### src/rtl/alu_issue_pkg.sv
// Shared definitions for the ALU operand-issue / writeback stage:
// default sizes, FSM state encoding and symbolic ALU select codes.
package alu_issue_pkg;

  localparam int DEF_WIDTH = 16;
  localparam int DEF_NREGS = 8;
  localparam int DEF_AW    = 3;

  // FSM state encoding
  localparam logic IDLE = 1'b0;
  localparam logic EXEC = 1'b1;

  // ALU select codes, shared with the ALU and its bench
  localparam logic [2:0] ALU_ADD = 3'b000;
  localparam logic [2:0] ALU_SUB = 3'b001;
  localparam logic [2:0] ALU_AND = 3'b010;
  localparam logic [2:0] ALU_OR  = 3'b011;
  localparam logic [2:0] ALU_XOR = 3'b100;
  localparam logic [2:0] ALU_NOT = 3'b101;
  localparam logic [2:0] ALU_SHL = 3'b110;
  localparam logic [2:0] ALU_SHR = 3'b111;

endpackage

### src/rtl/alu_regfile.sv
// General register file: NREGS x WIDTH, cleared by synchronous reset,
// one synchronous write port and three combinational read ports.
module alu_regfile
  import alu_issue_pkg::*;
#(
  parameter int WIDTH = DEF_WIDTH,
  parameter int NREGS = DEF_NREGS,
  parameter int AW    = DEF_AW
) (
  input  logic             clk,
  input  logic             rst,
  input  logic             we,
  input  logic [AW-1:0]    waddr,
  input  logic [WIDTH-1:0] wdata,
  input  logic [AW-1:0]    rs1_addr,
  output logic [WIDTH-1:0] rs1_data,
  input  logic [AW-1:0]    rs2_addr,
  output logic [WIDTH-1:0] rs2_data,
  input  logic [AW-1:0]    dbg_addr,
  output logic [WIDTH-1:0] dbg_data
);

  logic [WIDTH-1:0] mem_r [NREGS];

  // Storage: reset clears every entry, otherwise write one entry when enabled
  always_ff @(posedge clk) begin
    if (rst) begin
      for (int i = 0; i < NREGS; i++) begin
        mem_r[i] <= {WIDTH{1'b0}};
      end
    end else if (we) begin
      mem_r[waddr] <= wdata;
    end
  end

  assign rs1_data = mem_r[rs1_addr];
  assign rs2_data = mem_r[rs2_addr];
  assign dbg_data = mem_r[dbg_addr];

endmodule

### src/rtl/alu_issue.sv
// Operand-issue and writeback stage around a combinational ALU.
// IDLE accepts an instruction and registers the ALU inputs; EXEC lasts one
// cycle, after which the ALU result is written back to the register file.
module alu_issue
  import alu_issue_pkg::*;
#(
  parameter int WIDTH = DEF_WIDTH,
  parameter int NREGS = DEF_NREGS,
  parameter int AW    = DEF_AW
) (
  input  logic             clk,
  input  logic             rst,
  input  logic             in_valid,
  output logic             in_ready,
  input  logic [2:0]       in_op,
  input  logic [AW-1:0]    in_rd,
  input  logic [AW-1:0]    in_rs1,
  input  logic [AW-1:0]    in_rs2,
  input  logic             in_imm_en,
  input  logic [WIDTH-1:0] in_imm,
  output logic             alu_en,
  output logic [2:0]       alu_select,
  output logic [WIDTH-1:0] alu_src1,
  output logic [WIDTH-1:0] alu_src2,
  input  logic [WIDTH-1:0] alu_ans,
  output logic             wb_valid,
  output logic [AW-1:0]    wb_rd,
  output logic [WIDTH-1:0] wb_data,
  input  logic [AW-1:0]    dbg_raddr,
  output logic [WIDTH-1:0] dbg_rdata
);

  logic             state_r;
  logic             next_state_s;
  logic             issue_s;
  logic             wb_s;
  logic [AW-1:0]    rd_r;
  logic [WIDTH-1:0] rs1_data_s;
  logic [WIDTH-1:0] rs2_data_s;

  alu_regfile #(
    .WIDTH (WIDTH),
    .NREGS (NREGS),
    .AW    (AW)
  ) u_regfile (
    .clk      (clk),
    .rst      (rst),
    .we       (wb_s),
    .waddr    (rd_r),
    .wdata    (alu_ans),
    .rs1_addr (in_rs1),
    .rs1_data (rs1_data_s),
    .rs2_addr (in_rs2),
    .rs2_data (rs2_data_s),
    .dbg_addr (dbg_raddr),
    .dbg_data (dbg_rdata)
  );

  // FSM state register
  always_ff @(posedge clk) begin
    if (rst) begin
      state_r <= IDLE;
    end else begin
      state_r <= next_state_s;
    end
  end

  // FSM next state: IDLE waits for a handshake, EXEC always returns to IDLE
  always_comb begin
    next_state_s = state_r;
    case (state_r)
      IDLE: begin
        if (in_valid) begin
          next_state_s = EXEC;
        end else begin
          next_state_s = IDLE;
        end
      end
      EXEC:    next_state_s = IDLE;
      default: next_state_s = IDLE;
    endcase
  end

  // FSM outputs: ready depends on state only; issue/writeback strobes
  always_comb begin
    in_ready = 1'b0;
    issue_s  = 1'b0;
    wb_s     = 1'b0;
    case (state_r)
      IDLE: begin
        in_ready = 1'b1;
        issue_s  = in_valid;
      end
      EXEC: begin
        wb_s = 1'b1;
      end
      default: begin
        in_ready = 1'b0;
      end
    endcase
  end

  // Registered ALU inputs and writeback report; operands sampled at issue
  always_ff @(posedge clk) begin
    if (rst) begin
      alu_en     <= 1'b0;
      alu_select <= 3'b000;
      alu_src1   <= {WIDTH{1'b0}};
      alu_src2   <= {WIDTH{1'b0}};
      rd_r       <= {AW{1'b0}};
      wb_valid   <= 1'b0;
      wb_rd      <= {AW{1'b0}};
      wb_data    <= {WIDTH{1'b0}};
    end else begin
      wb_valid <= 1'b0;
      if (issue_s) begin
        alu_src1   <= rs1_data_s;
        alu_src2   <= in_imm_en ? in_imm : rs2_data_s;
        alu_select <= in_op;
        alu_en     <= 1'b1;
        rd_r       <= in_rd;
      end else if (wb_s) begin
        alu_en   <= 1'b0;
        wb_valid <= 1'b1;
        wb_rd    <= rd_r;
        wb_data  <= alu_ans;
      end
    end
  end

endmodule

### config.mk
export PLATFORM = sky130hd
export DESIGN_NAME = alu_issue
export DESIGN_NICKNAME = d
export VERILOG_FILES = /design/src/rtl/alu_issue_pkg.sv /design/src/rtl/alu_regfile.sv /design/src/rtl/alu_issue.sv
export SDC_FILE = /design/constraint.sdc
export NUM_CORES = 1
export LEC_CHECK = 0
export CAP_MARGIN = 40
export CORE_MARGIN = 1
export CORE_UTILIZATION = 40
export CTS_CLUSTER_SIZE = 24
export DETAILED_ROUTE_END_ITERATION = 16
export GPL_TIMING_DRIVEN = 0
export PLACE_DENSITY = 0.71
export SLEW_MARGIN = 10
export SYNTH_ARGS = -nofsm -noshare
export SYNTH_HDL_FRONTEND = slang
export SYNTH_SLANG_ARGS = --single-unit
### constraint.sdc
create_clock -name clk -period 1.7 [get_ports clk]
set_input_delay 0.17 -clock clk [delete_from_list [all_inputs] [get_ports clk]]
set_output_delay 0.17 -clock clk [all_outputs]
set_load 0.1 [all_outputs]
==> results_dict.tcl <==
set metrics [dict create \
    rows 57 \
    clockBufferDepth 2 \
    dp_slack_ps -1240 \
    ys_seq_area_frac 0.501 \
    io_pins 124 \
    timing.final.setup_violations 16 \
    skew_ps 10.7 \
    vias 7492 \
    finalHoldViolCount 0 \
    antenna_found_initial 0 \
    max_freq_mhz 482 \
    worstHoldPathType "primary input to register" \
    ys_ff_latch 188 \
    routed_wirelength_mm 30.1 \
    grt_pass1_wl_mm 44.9 \
    antenna_left 0 \
    fin_nets 1083 \
    place_congestion 0.922 \
    cts_inserted_buffers 17 \
    drt_iter0_drc 677 \
    core_area_mm2 0.0245 \
    fillers 1925 \
    p_leak_nw 5.49 \
    synth_area_per_cell_um2 12.6 \
    drive_gt1_frac 0.345 \
    fin_ws_ps -374 \
    clock_latency_ps 450 \
    io_buffers 118 \
    drt-pass1-iter-count 5 \
    grt_max_degree 18 \
    cts.sinks 188 \
    cts_tree "done" \
    status "complete, but fails checks" \
    dp_hpwl_mm 21.5 \
    reg2reg_to "u_regfile.mem_r[2][1]" \
    start_kind "register" \
    dpl_cell_area_mm2 0.0129 \
    tns_ps -5220 \
    wl_per_cell_um 22.0 \
    top_layer "met4" \
    multi_input_area_mm2 0.00473 \
    finalCritPeriodShare 1.22 \
    end_kind "output port" \
    clk_pin_slew_ps 80 \
    synthesis.nets 848 \
    synth_area_mm2 0.0101 \
    tightestPinTransition_ps 621 \
    clockRootBuffer "clkbuf_16" \
    rsz0062_at_grt "yes" \
    design_area_mm2 0.0139 \
    postSynthCellCount 797 \
    r2r_cells 5 \
    grt_usage 0.235 \
    ys_warn_count 0 \
    hold_end "wb_valid" \
    die_w_um 161 \
    crit_type "register to output port" \
    die_h_um 161 \
    mostFrequentLayoutCells "and2_1 (128), edfxtp_1 (128), buf_4 (97)" \
    r2r_slack_ps 0 \
    layout.area.seq_mm2 0.00505 \
    timing.rr.start "state_r" \
    drc 0 \
    powerDensity_mw_per_mm2 889 \
    route.met2.wl_mm 14.0 \
    cp_max_fo 3 \
    required_ps 1530 \
    hold_start "rst" \
    cp_data_arrival_time_ps 1900 \
    violations "negative setup slack" \
    fin_crit_ps 2070 \
    viasPerCell 5.47 \
    num_antenna_cells 0 \
    drv_cap 0 \
    grt_overflow 0 \
    slew_headroom 0.586 \
    cts.htree.levels 4 \
    syn2layout_area_growth_pct 38.1 \
    initial_core_util 0.411 \
    wl_met1_mm 12.9 \
    ir_drop_mv 0.557 \
    drv_slew 0 \
    whs_ps 251 \
    grt_pass1_vias 7358 \
    hold_path_depth 3 \
    yosysUniqueCellTypes 32 \
    wl_met3_mm 2.57 \
    die_area_mm2 0.0258 \
]
-- report_power, final --
part / total (mW) / leakage (nW) / internal [mW] / switching (mW)
Clock: 4.06 / 0.289 / 2.19 / 1.87
Combinational: 3.00 / 3.39 / 1.24 / 1.75
Sequential: 5.30 / 1.81 / 5.09 / 0.209
Total: 12.4 / 5.49 / 8.52 / 3.84
-- routing by layer --
layer	vias up	global-route usage
met3	42	0.0491
met1	3628	0.326
li1	3422	-
met2	400	0.366
met5	-	0
met4	0	0.0762
-- synth_stat cells (all sizes together) --
| library cell | number | area, um2 |
|---|---|---|
| nand2b | 7 | 46.3 |
| o31ai | 16 | 120 |
| and2 | 128 | 801 |
| dfxtp | 60 | 1200 |
| nand2 | 35 | 134 |
| mux2i | 89 | 891 |
| o21ai | 48 | 240 |
| or2 | 10 | 62.6 |
| buf | 34 | 239 |
| mux2 | 48 | 541 |
| nor2 | 49 | 199 |
| mux4 | 48 | 1190 |
| nor3 | 19 | 118 |
| nor2b | 18 | 123 |
| o22ai | 32 | 200 |
| clkbuf | 25 | 104 |
| inv | 3 | 11.3 |
| edfxtp | 128 | 3840 |
-- cell families (layout without fill, tap and decap cells) --
kind of cell	count (synthesis)	after routing	synth area share
AND/OR/NAND/NOR	266	271	0.147
flip-flops	188	188	0.501
multiplexers	185	185	0.260
AO/OA/AOI/OAI	96	96	0.0557
buffers and inverters	62	305	0.0352
-- layout make-up --
type	count	area share
Clock buffer	20	0.0337
Timing Repair Buffer	214	0.197
Multi-Input combinational cell	552	0.340
Clock inverter	12	0.00901
Buffer	56	0.0259
Sequential cell	188	0.364
Inverter	3	0.000811
Tap cell	324	0.0292
-- registers in the layout, summed over array words and instances, names as in the netlist --
| signal | count |
|---|---|
| state_r | 1 |
| alu_en | 1 |
| alu_select | 3 |
| alu_src2 | 16 |
| alu_src1 | 16 |
| wb_data | 16 |
| u_regfile.mem_r | 128 |
| wb_valid | 1 |
| wb_rd | 3 |
| rd_r | 3 |
-- stage by stage --
stage          total power [mW]   util  instances
2_1_floorplan              7.04      -        797
3_3_place_gp               7.75  0.476       1239
3_5_place_dp               8.22  0.527       1312
4_1_cts                    12.4  0.566       1376
5_1_grt                    12.7  0.568       1369
6_report                   12.4  0.568       1369
-- worst max path at each step --
stage                     startpoint      endpoint  slack, ps  depth (start not counted)
5_1_grt        u_regfile.mem_r[0][9]  dbg_rdata[9]       -380                          3
6_report       u_regfile.mem_r[0][9]  dbg_rdata[9]       -370                          3
3_5_place_dp            dbg_raddr[1]  dbg_rdata[4]      -1240                          6
3_3_place_gp            dbg_raddr[1]  dbg_rdata[2]      -1560                          5
2_1_floorplan           dbg_raddr[0]  dbg_rdata[1]         90                          4
4_1_cts        u_regfile.mem_r[0][9]  dbg_rdata[9]       -350                          3
-- worst max-delay path, cell delays in order, from the launching register on --
cell	delay, ps
edfxtp_1	480
mux4_2	500
mux2_4	300
buf_12	170
-- repair_timing --
action	CTS	global route
gates cloned	4	1
gates resized for setup	98	46
pin swaps	5	5
buffers inserted	64	21
endpoints found under the setup margin	266	245
hold buffers	0	0
Note: power is estimated with default switching activity, not from simulation.
